### src/rtl/dino_pkg.sv
// -----------------------------------------------------------------------------
// dino_pkg
// Shared types and constants for the dino sprite renderer:
//   rgb_t        12-bit {r,g,b} pixel colour
//   pos_t        10-bit {x,y} screen position
//   H_VISIBLE / V_VISIBLE   active-area size of the 640x480 raster
//   DEF_FG_RGB / DEF_BG_RGB / BLACK_RGB   default colours
//   DINO_ROWS / DINO_BITMAP 16x16 1-bpp dino artwork (row-major, bit r*16+c)
// -----------------------------------------------------------------------------
package dino_pkg;

    typedef struct packed {
        logic [3:0] r;
        logic [3:0] g;
        logic [3:0] b;
    } rgb_t;

    typedef struct packed {
        logic [9:0] x;
        logic [9:0] y;
    } pos_t;

    localparam int unsigned H_VISIBLE = 640;
    localparam int unsigned V_VISIBLE = 480;

    localparam rgb_t DEF_FG_RGB = 12'h222;
    localparam rgb_t DEF_BG_RGB = 12'hFFF;
    localparam rgb_t BLACK_RGB  = 12'h000;

    // Artwork as drawn: one word per row, MSB is the leftmost column.
    localparam logic [15:0] DINO_ROWS [16] = '{
        16'h00FE, 16'h01BF, 16'h01FF, 16'h01F0,
        16'h01FC, 16'h83C0, 16'hC7F0, 16'hEFD0,
        16'hFFC0, 16'h7FC0, 16'h3F80, 16'h1F00,
        16'h0E00, 16'h0D80, 16'h0880, 16'h0CC0
    };

    // Flatten the artwork so that ROM address row*16+col selects one bit.
    function automatic logic [255:0] dino_bitmap();
        logic [255:0] bits;
        bits = '0;
        for (int r = 0; r < 16; r++) begin
            for (int c = 0; c < 16; c++) begin
                bits[r*16 + c] = DINO_ROWS[r][15 - c];
            end
        end
        return bits;
    endfunction

    localparam logic [255:0] DINO_BITMAP = dino_bitmap();

endpackage

### src/rtl/dino_sprite_rom.sv
// -----------------------------------------------------------------------------
// dino_sprite_rom
// DEPTH x 1-bit sprite bitmap with a synchronous one-cycle read, written so it
// maps onto block RAM / LUT RAM initialised with the bitmap contents.
//   clk_i   pixel clock
//   addr_i  bit address (row * SPRITE_W + col)
//   data_o  bitmap bit, valid one cycle after addr_i
// -----------------------------------------------------------------------------
module dino_sprite_rom
    import dino_pkg::*;
#(
    parameter int unsigned       DEPTH  = 256,
    parameter int unsigned       ADDR_W = 8,
    parameter logic [DEPTH-1:0]  INIT   = DINO_BITMAP
) (
    input  logic              clk_i,
    input  logic [ADDR_W-1:0] addr_i,
    output logic              data_o
);

    // NOTE: the read register has no reset so the tools can absorb it into the
    // RAM primitive; its value is masked downstream until a real pixel arrives.
    always_ff @(posedge clk_i) begin
        data_o <= INIT[addr_i];
    end

endmodule

### src/rtl/dino_sprite_renderer.sv
// -----------------------------------------------------------------------------
// dino_sprite_renderer
// Pixel-colour stage behind the VGA timing generator. Draws one scaled 1-bpp
// dino sprite over a flat background; syncs are delayed to match the two-cycle
// pixel pipeline. Sprite moves are requested via valid/ready and only take
// effect at the frame boundary (x==0, y==480), so a frame is never torn.
//
// Ports:
//   clk_i, rst_ni                      pixel clock, async active-low reset
//   hsync_i, vsync_i, visible_i        timer syncs (active low) and active flag
//   position_x_i, position_y_i         raster position
//   sprite_x_i, sprite_y_i             requested sprite top-left
//   sprite_valid_i / sprite_ready_o    position update handshake
//   hsync_o, vsync_o                   syncs delayed by 2 cycles
//   red_o, green_o, blue_o             pixel colour, 2-cycle latency
//   frame_o                            1-cycle pulse aligned with the outputs
//
// Build option: define DINO_GROUND_EN to draw a 1-pixel ground line in FG_RGB
// on row GROUND_Y wherever the sprite is not opaque.
// -----------------------------------------------------------------------------
module dino_sprite_renderer
    import dino_pkg::*;
#(
    parameter int unsigned SPRITE_W   = 16,
    parameter int unsigned SPRITE_H   = 16,
    parameter int unsigned SCALE_LOG2 = 1,
    parameter logic [SPRITE_W*SPRITE_H-1:0] SPRITE_BITMAP = DINO_BITMAP,
    parameter rgb_t        FG_RGB     = DEF_FG_RGB,
`ifdef DINO_GROUND_EN
    parameter logic [9:0]  GROUND_Y   = 10'd400,
`endif
    parameter rgb_t        BG_RGB     = DEF_BG_RGB
) (
    input  logic       clk_i,
    input  logic       rst_ni,
    input  logic       hsync_i,
    input  logic       vsync_i,
    input  logic       visible_i,
    input  logic [9:0] position_x_i,
    input  logic [9:0] position_y_i,
    input  logic [9:0] sprite_x_i,
    input  logic [9:0] sprite_y_i,
    input  logic       sprite_valid_i,
    output logic       sprite_ready_o,
    output logic       hsync_o,
    output logic       vsync_o,
    output logic [3:0] red_o,
    output logic [3:0] green_o,
    output logic [3:0] blue_o,
    output logic       frame_o
);

    localparam int unsigned DEPTH  = SPRITE_W * SPRITE_H;
    localparam int unsigned ADDR_W = $clog2(DEPTH);
    localparam logic [10:0] BOX_W  = 11'(SPRITE_W << SCALE_LOG2);
    localparam logic [10:0] BOX_H  = 11'(SPRITE_H << SCALE_LOG2);

    // -------------------------------------------------------------------------
    // Position update handshake
    // -------------------------------------------------------------------------
    pos_t act_q, act_d;
    pos_t pend_q, pend_d;
    logic pending_q, pending_d;
    logic frame_start;

    assign frame_start = (position_x_i == '0) && (position_y_i == 10'(V_VISIBLE));

    // Ready is simply "no update waiting": a second request cannot overwrite
    // one that has not yet been applied.
    assign sprite_ready_o = ~pending_q;

    // NOTE: every output of this block gets a default first, so no path leaves
    // a signal unassigned and no latch is inferred.
    always_comb begin
        act_d     = act_q;
        pend_d    = pend_q;
        pending_d = pending_q;
        // Apply a waiting update at the boundary.
        if (frame_start && pending_q) begin
            act_d     = pend_q;
            pending_d = 1'b0;
        end
        // Capture only while ready; since ready == !pending this never collides
        // with the apply above, so a request in the boundary cycle with nothing
        // pending simply waits for the next frame.
        if (sprite_valid_i && sprite_ready_o) begin
            pend_d    = '{x: sprite_x_i, y: sprite_y_i};
            pending_d = 1'b1;
        end
    end

    // NOTE: sequential state uses non-blocking assignments so every register
    // samples values from before the edge, independent of statement order.
    always_ff @(posedge clk_i or negedge rst_ni) begin
        if (!rst_ni) begin
            act_q     <= '0;
            pend_q    <= '0;
            pending_q <= 1'b0;
        end else begin
            act_q     <= act_d;
            pend_q    <= pend_d;
            pending_q <= pending_d;
        end
    end

    // -------------------------------------------------------------------------
    // Stage 0 (combinational): sprite-relative coordinates and ROM address
    // -------------------------------------------------------------------------
    logic [10:0]       rel_x, rel_y;
    logic              on_screen;
    logic              in_box;
    logic [ADDR_W-1:0] rom_addr;

    assign rel_x = {1'b0, position_x_i} - {1'b0, act_q.x};
    assign rel_y = {1'b0, position_y_i} - {1'b0, act_q.y};

    // A raster left of/above the sprite gives a negative difference, which as
    // an unsigned 11-bit value is >= 1024 and so fails the box test without a
    // separate sign check. No wrap-around is possible.
    assign on_screen = (position_x_i < 10'(H_VISIBLE)) && (position_y_i < 10'(V_VISIBLE));
    assign in_box    = on_screen && (rel_x < BOX_W) && (rel_y < BOX_H);

    always_comb begin
        rom_addr = '0;
        if (in_box) begin
            rom_addr = ADDR_W'(((32'(rel_y) >> SCALE_LOG2) * SPRITE_W)
                               + (32'(rel_x) >> SCALE_LOG2));
        end
    end

    logic rom_bit;

    dino_sprite_rom #(
        .DEPTH  (DEPTH),
        .ADDR_W (ADDR_W),
        .INIT   (SPRITE_BITMAP)
    ) u_rom (
        .clk_i  (clk_i),
        .addr_i (rom_addr),
        .data_o (rom_bit)
    );

    // -------------------------------------------------------------------------
    // Stage 1 registers (aligned with the ROM read)
    // -------------------------------------------------------------------------
    logic in_box_q, vis1_q, hs1_q, vs1_q, frame1_q;

    always_ff @(posedge clk_i or negedge rst_ni) begin
        if (!rst_ni) begin
            in_box_q <= 1'b0;
            vis1_q   <= 1'b0;
            hs1_q    <= 1'b1;
            vs1_q    <= 1'b1;
            frame1_q <= 1'b0;
        end else begin
            in_box_q <= in_box;
            vis1_q   <= visible_i;
            hs1_q    <= hsync_i;
            vs1_q    <= vsync_i;
            frame1_q <= frame_start;
        end
    end

`ifdef DINO_GROUND_EN
    logic ground1_q;

    always_ff @(posedge clk_i or negedge rst_ni) begin
        if (!rst_ni) begin
            ground1_q <= 1'b0;
        end else begin
            ground1_q <= (position_y_i == GROUND_Y);
        end
    end
`endif

    // -------------------------------------------------------------------------
    // Stage 2: colour select and output registers
    // -------------------------------------------------------------------------
    rgb_t rgb_d, rgb_q;
    logic hs2_q, vs2_q, frame2_q;

    always_comb begin
        rgb_d = BLACK_RGB;
        if (vis1_q) begin
            if (in_box_q && rom_bit) begin
                rgb_d = FG_RGB;
            end
`ifdef DINO_GROUND_EN
            else if (ground1_q) begin
                rgb_d = FG_RGB;
            end
`endif
            else begin
                rgb_d = BG_RGB;
            end
        end
    end

    always_ff @(posedge clk_i or negedge rst_ni) begin
        if (!rst_ni) begin
            rgb_q    <= BLACK_RGB;
            hs2_q    <= 1'b1;
            vs2_q    <= 1'b1;
            frame2_q <= 1'b0;
        end else begin
            rgb_q    <= rgb_d;
            hs2_q    <= hs1_q;
            vs2_q    <= vs1_q;
            frame2_q <= frame1_q;
        end
    end

    assign red_o   = rgb_q.r;
    assign green_o = rgb_q.g;
    assign blue_o  = rgb_q.b;
    assign hsync_o = hs2_q;
    assign vsync_o = vs2_q;
    assign frame_o = frame2_q;

endmodule
### config.mk
export PLATFORM = sky130hd
export DESIGN_NAME = dino_sprite_renderer
export DESIGN_NICKNAME = d
export VERILOG_FILES = /design/src/rtl/dino_pkg.sv /design/src/rtl/dino_sprite_rom.sv /design/src/rtl/dino_sprite_renderer.sv
export SDC_FILE = /design/constraint.sdc
export NUM_CORES = 1
export LEC_CHECK = 0
export ABC_AREA = 1
export CORE_ASPECT_RATIO = 1.25
export CORE_MARGIN = 4
export CORE_UTILIZATION = 50
export CTS_BUF_LIST = sky130_fd_sc_hd__clkbuf_2 sky130_fd_sc_hd__clkbuf_4 sky130_fd_sc_hd__clkbuf_8
export DETAILED_ROUTE_END_ITERATION = 16
export PLACE_DENSITY = 0.85
export RECOVER_POWER = 50
export SYNTH_ARGS = -nofsm -noshare
export SYNTH_HDL_FRONTEND = slang
export SYNTH_SLANG_ARGS = --single-unit
### constraint.sdc
create_clock -name clk_i -period 3.2 [get_ports clk_i]
set_input_delay 0.96 -clock clk_i [delete_from_list [all_inputs] [get_ports clk_i]]
set_output_delay 0.96 -clock clk_i [all_outputs]
set_load 0.01 [all_outputs]
# Word-level counts from Yosys, hierarchy flattened
# Memories as Yosys holds them, arrays and structs flattened. A register that Yosys moved wholly into a read port is not among the register bits.
# Cells that the tools add are included.
# classes
mux,5
eq_ne,1
n_lt_le_gt_ge,4
add_sub_neg,3
multipliers,0
reduce_logical,9
n_div,0
bitwise_logic,1
shift,0
# ops
operator,n
12-bit 2-to-1 mux,2
"11-bit by 6-bit less-than comparator with 1-bit output, second input constant",2
10-bit by 10-bit subtractor with 11-bit output,2
"10-bit by 9-bit equality test with 1-bit output, second input constant",1
10-bit logical NOT,1
"10-bit less-than comparator, second input constant",1
"10-bit by 9-bit less-than comparator with 1-bit output, second input constant",1
8-bit adder,1
8-bit 2-to-1 mux,1
1-bit logical AND,7
1-bit 2-to-1 mux,2
2-bit nonzero test,1
1-bit NOT,1
# word_totals
mem_bits_rw,0
mem_count,1
inputBits,46
mem_bits_ro,256
latch_bits,0
elab_cells,40
reg_bits,61
# mem_list
memory,words,width,rd,rd_clocked_by_memory_dff,write_ports,line,rtl
(no name shown),256,1,1,1,0,dino_sprite_rom.sv:24,data_o <= INIT[addr_i];

# Depth between registers and ports, before layout
# depth
word_depth,5
ltp_mapped,23
mapped_depth_nobuf,23

# By module
# From an unflattened synthesis, not the netlist that was laid out.
# hier_totals
cells_unflattened,479
area_unflattened_um2,3588.4
# modules_own_cells
mod,area_per_inst_um2,cells_each,n_inst,seq_area_each_um2
dino_sprite_renderer,3230.6,402,1,1281.2
dino_sprite_rom,357.8,77,1,20.0

# Worst setup path before layout
# No wires, ideal clock.
# synth_timing
path_kind,input -> register
from,input position_x_i[0]
to,register u_rom.data_o
path_buffers,0
t_required_ns,3.141
setup_time_ns,0.059
arrival_time_ns,3.155
setup_slack_ns,-0.015
cell_stages,15
cell_sequence,inv_1 > nand2_1 > fa_1 > nand3_1 > nand2_1 > nand2_1 > nand3_1 > nand2_1 > inv_1 > fa_1 > xor2_1 > inv_1 > a221oi_1 > o2111ai_1 > nand2_1
# synth_via
elab_chain_len,5
# synth_lines
element,line,rtl
"start, declared",dino_sprite_renderer.sv:39,"input logic [9:0] position_x_i,"
10-bit by 10-bit subtractor with 11-bit output or 10-bit less-than comparator (tied branches),"dino_sprite_renderer.sv:114, dino_sprite_renderer.sv:120",
11-bit by 6-bit less-than comparator with 1-bit output or 1-bit logical AND (tied branches),"dino_sprite_renderer.sv:121, dino_sprite_renderer.sv:120",
1-bit logical AND (2 in series),dino_sprite_renderer.sv:121,assign in_box = on_screen && (rel_x < BOX_W) && (rel_y < BOX_H);
8-bit 2-to-1 mux *,dino_sprite_renderer.sv:125,if (in_box) begin
"end, declared",dino_sprite_rom.sv:18,output logic data_o
# Mark *: on every way between the ends. The rest lies on a longest branch, timed or not.
# A chain may end at the register's enable or synchronous reset.

# Worst setup path in the final report
# layout_timing
from,input position_x_i[5]
to,register u_rom.data_o
# layout_via
elab_chain_len,5
# layout_lines
element,line,rtl
10-bit by 10-bit subtractor with 11-bit output or 10-bit less-than comparator (tied branches),"dino_sprite_renderer.sv:114, dino_sprite_renderer.sv:120",
11-bit by 6-bit less-than comparator with 1-bit output or 1-bit logical AND (tied branches),"dino_sprite_renderer.sv:121, dino_sprite_renderer.sv:120",
1-bit logical AND * (2 in series),dino_sprite_renderer.sv:121,
named net in_box,dino_sprite_renderer.sv:111,logic in_box;
8-bit 2-to-1 mux *,dino_sprite_renderer.sv:125,
# Mark *: on every way through the listed nets, which the timed path passes. The rest lies on a longest branch.

==> metrics.yaml <==
status:
  status: "finished clean"
floorplanning:
  dieArea_mm2: 0.008594
  die_x_um: 83.72
  fp-row-count: 34
  die_y_um: 102.7
  pin_count: 62
  initial_utilization_pct: 51.36
  core_mm2: 0.006977
finish:
  antenna_cells: 0
  fin_cells: 679
  n_fill_cell: 470
  syn2layout_area_growth_pct: 40.92
  drive_above_1_share_pct: 27.16
  nNetsFinal: 658
  final_util_pct: 72.38
power_and_ir_drop:
  p_leak_nw: 2.582
  comb_power_share_pct: 28.0
  power.share.clock_pct: 26.4
  powerDensity_mw_per_mm2: 301.7
  switching_share_pct: 31.27
  internal_power_mw: 1.047
  switching_power_uw: 476.5
  p_seq_share_pct: 45.6
  peakVddDrop_uv: 316.8
yosys:
  yosysMostFrequentCell: "nand2_1"
  synth_edf_count: 0
  synth_cell_types: 39
  synth_area_leaders: "dfrtp_1 33%, nand2_1 13%, inv_1 9.3%, ha_1 7.3%, nor2_1 4.1%"
  ys_warn_count: 0
  async_flop_share_pct: 98.08
  synth_ff_type: "dfrtp_1"
  synth-seq-cells: 52
  syn_area_mm2: 0.003583
  yosys.area.top_type: "dfrtp_1"
  synth_seq_area_share_pct: 36.31
  synth_top_area_share_pct: 32.82
  yosys-top-cells-count: "122 x nand2_1, 89 x inv_1, 47 x dfrtp_1, 39 x nor2_1, 29 x a21oi_1"
  syn-instance-count: 488
  synth_nets: 558
  avgSynthCellArea_um2: 7.343
critical_path:
  end_kind: "flop"
  max_stage_delay_ps: 320
  cp_num_buf_inv: 2
  cp.arrival_ps: 3370
  critical_path_required_ps: 3470
  critPathKind: "in -> reg"
  setup.worst_path.start_class: "input port"
  path_max_fanout: 5
  cp_slowest_cell: "ha_4"
  worstPathCellList: "dlygate4sd2_1 > ha_4 > nand2_2 > nor2_1 > nand2_1 > nand3_1 > buf_4 > nand3_1 > nor2_4 > nand3_4 > nor2_8 > nand4_1 > nor2_1 > a21oi_2 > a21oi_2 > nand2_1 > nand2_1"
  cpMostUsedCell: "nand2_1"
  critPathTopFamily: "simple AND/OR/NAND/NOR gates"
grt:
  grt_pass1_wl_mm: 14.97
  antenna_found_initial: 0
  gr-usage-all-layers_pct: 21.65
  grt.overflow.total: 0
  grt_pass1_vias: 3409
  grt_max_degree: 52
sta:
  relSlewSlack_pct: 20.47
  min_period_ps: 3101
  fin_skew_ps: 11.06
  setup-violations-final: 0
  max_freq_ghz: 0.3225
  hold_viol: 0
  finalMaxSlewViolations: 0
  worst_slack_ps: 99.09
  tightest_slew_ps: 1193
  timing.final.crit_share_pct: 96.90
placed_design:
  post-place-ws_ps: -597.4
  gp_congestion: 0.9527
  hpwl_mm: 7.003
  portBuffers: 61
  dp.cells: 666
clock_network:
  cts_hold_repair.buffers: 0
  clk-insertion-delay-late_ps: 310
  htreeDepth: 2
  clk_path_buf_depth: 2
  cts_tree: "yes"
  clock_sink_count: 52
  root_buffer: "clkbuf_8"
  path_clk_slew_ps: 110
  numCtsBuffers: 5
job:
  cap_violations: 0
detailed_routing:
  drc: 0
  first_pass_iters: 5
  post_drt_via_cell_ratio: 5.337
  dr_total_vias: 3624
  ant_nets: 0
  post_drt_wl_per_cell_um: 14.75
  dr.first_iter.drc_count: 187
  routed_wl_mm: 10.01
worst_hold_path:
  hp-class: "reg -> reg"
[flip-flops by register name, indices dropped and copies added (netlist names)]
signal	count
vs1_q	1
hsync_o	1
blue_o	2
vis1_q	1
frame1_q	1
u_rom.data_o	1
pend_q	20
act_q	20
frame_o	1
pending_q	1
vsync_o	1
hs1_q	1
in_box_q	1
[final timing paths]
path / startpoint / slack, ps / endpoint / depth (start not counted)
max in group asynchronous: rst_ni / 1510 / pend_q[10] / 2
max reg2reg: act_q[13] / 530 / u_rom.data_o / 19
max: position_x_i[5] / 100 / u_rom.data_o / 17
min: frame1_q / 360 / frame_o / 0
min in group asynchronous: rst_ni / 950 / blue_o[2] / 2
min reg2reg: frame1_q / 360 / frame_o / 0
[cell type report]
class,count,area [um2],area share (%)
multi-input cells,329,2230,44.15
flip-flops and latches,52,1301,25.77
repair buffers,109,968.4,19.18
inverters,91,341.6,6.764
well taps,90,112.6,2.230
clock inverters,3,27.53,0.5451
clock buffers,5,68.82,1.363
[power groups by stage]
stage	logic (mW)	clock network (mW)	registers, mW
2_1_floorplan	0.191	0	0.707
3_5_place_dp	0.359	0	0.708
5_1_grt	0.464	0.430	0.697
4_1_cts	0.390	0.404	0.695
6_report	0.426	0.402	0.695
3_3_place_gp	0.346	0	0.706
[per-layer routing]
| layer | part of all wire, % | GRT usage, % | vias to the layer above |
|---|---|---|---|
| li1 | - | - | 1728 |
| met1 | 37 | 23.05 | 1703 |
| met2 | 54 | 41.58 | 146 |
| met3 | 4.6 | 3.277 | 47 |
| met4 | 4.6 | 11.14 | 0 |
| met5 | 0 | 0 | - |
[kinds of logic (layout without fill, tap and decap cells)]
| group | after synthesis | in the layout | synth area share, % |
|---|---|---|---|
| flip-flops | 52 | 52 | 36.31 |
| AO/OA/AOI/OAI | 66 | 66 | 10.44 |
| AND/OR/NAND/NOR | 224 | 225 | 27.90 |
| XOR/XNOR | 8 | 8 | 1.955 |
| adder cells (fa/ha/maj) | 24 | 24 | 9.008 |
| multiplexers | 6 | 6 | 1.885 |
| buffers and inverters | 108 | 208 | 12.50 |
[worst reg2reg max path, stage by stage, from the launching register on]
cell	delay, ps
dfrtp_1	390
inv_1	110
ha_4	220
nand2_4	90
inv_1	70
nand2_2	90
nand3_2	70
nand2_1	70
nand2_2	50
inv_1	60
ha_2	180
inv_2	50
fa_2	370
xor2_2	190
buf_4	150
nor2_2	150
a21oi_2	50
a21oi_2	140
nand2_1	60
nand2_1	70
[per-stage QoR]
stage	total power, mW	hold slack [ps]	setup TNS, ps	area, um2
global placement	1.052	335.9	-980.6	4538
detailed placement	1.067	340.4	-803.9	4538
global route	1.592	370.5	-59.80	5050
CTS	1.489	364.7	0	4828
finish	1.524	361.9	0	5050
floorplan	0.8979	331.2	0	3583
[timing repair]
| item | CTS | global route |
|---|---|---|
| setup endpoints to repair | 1 | 1 |
| resized for setup | 33 | 62 |
| cloned | 1 | 0 |
| pin swaps | 10 | 32 |
| buffers inserted | 2 | 2 |
[placed cells by master (no fill, tap or decap), types with 7 or more instances in the layout]
cell type,instances
a21oi_2,8
o21ai_0,10
o21ai_1,14
dlymetal6s2s_1,9
nor2_1,32
inv_1,86
nand3_2,7
nand4_1,7
nand2_2,21
ha_4,16
nand3_1,20
clkdlybuf4s50_1,39
a21oi_1,22
nor2_4,9
nand2_1,112
dfrtp_1,47
buf_4,46
No activity file was read; power rests on OpenSTA's default activity.
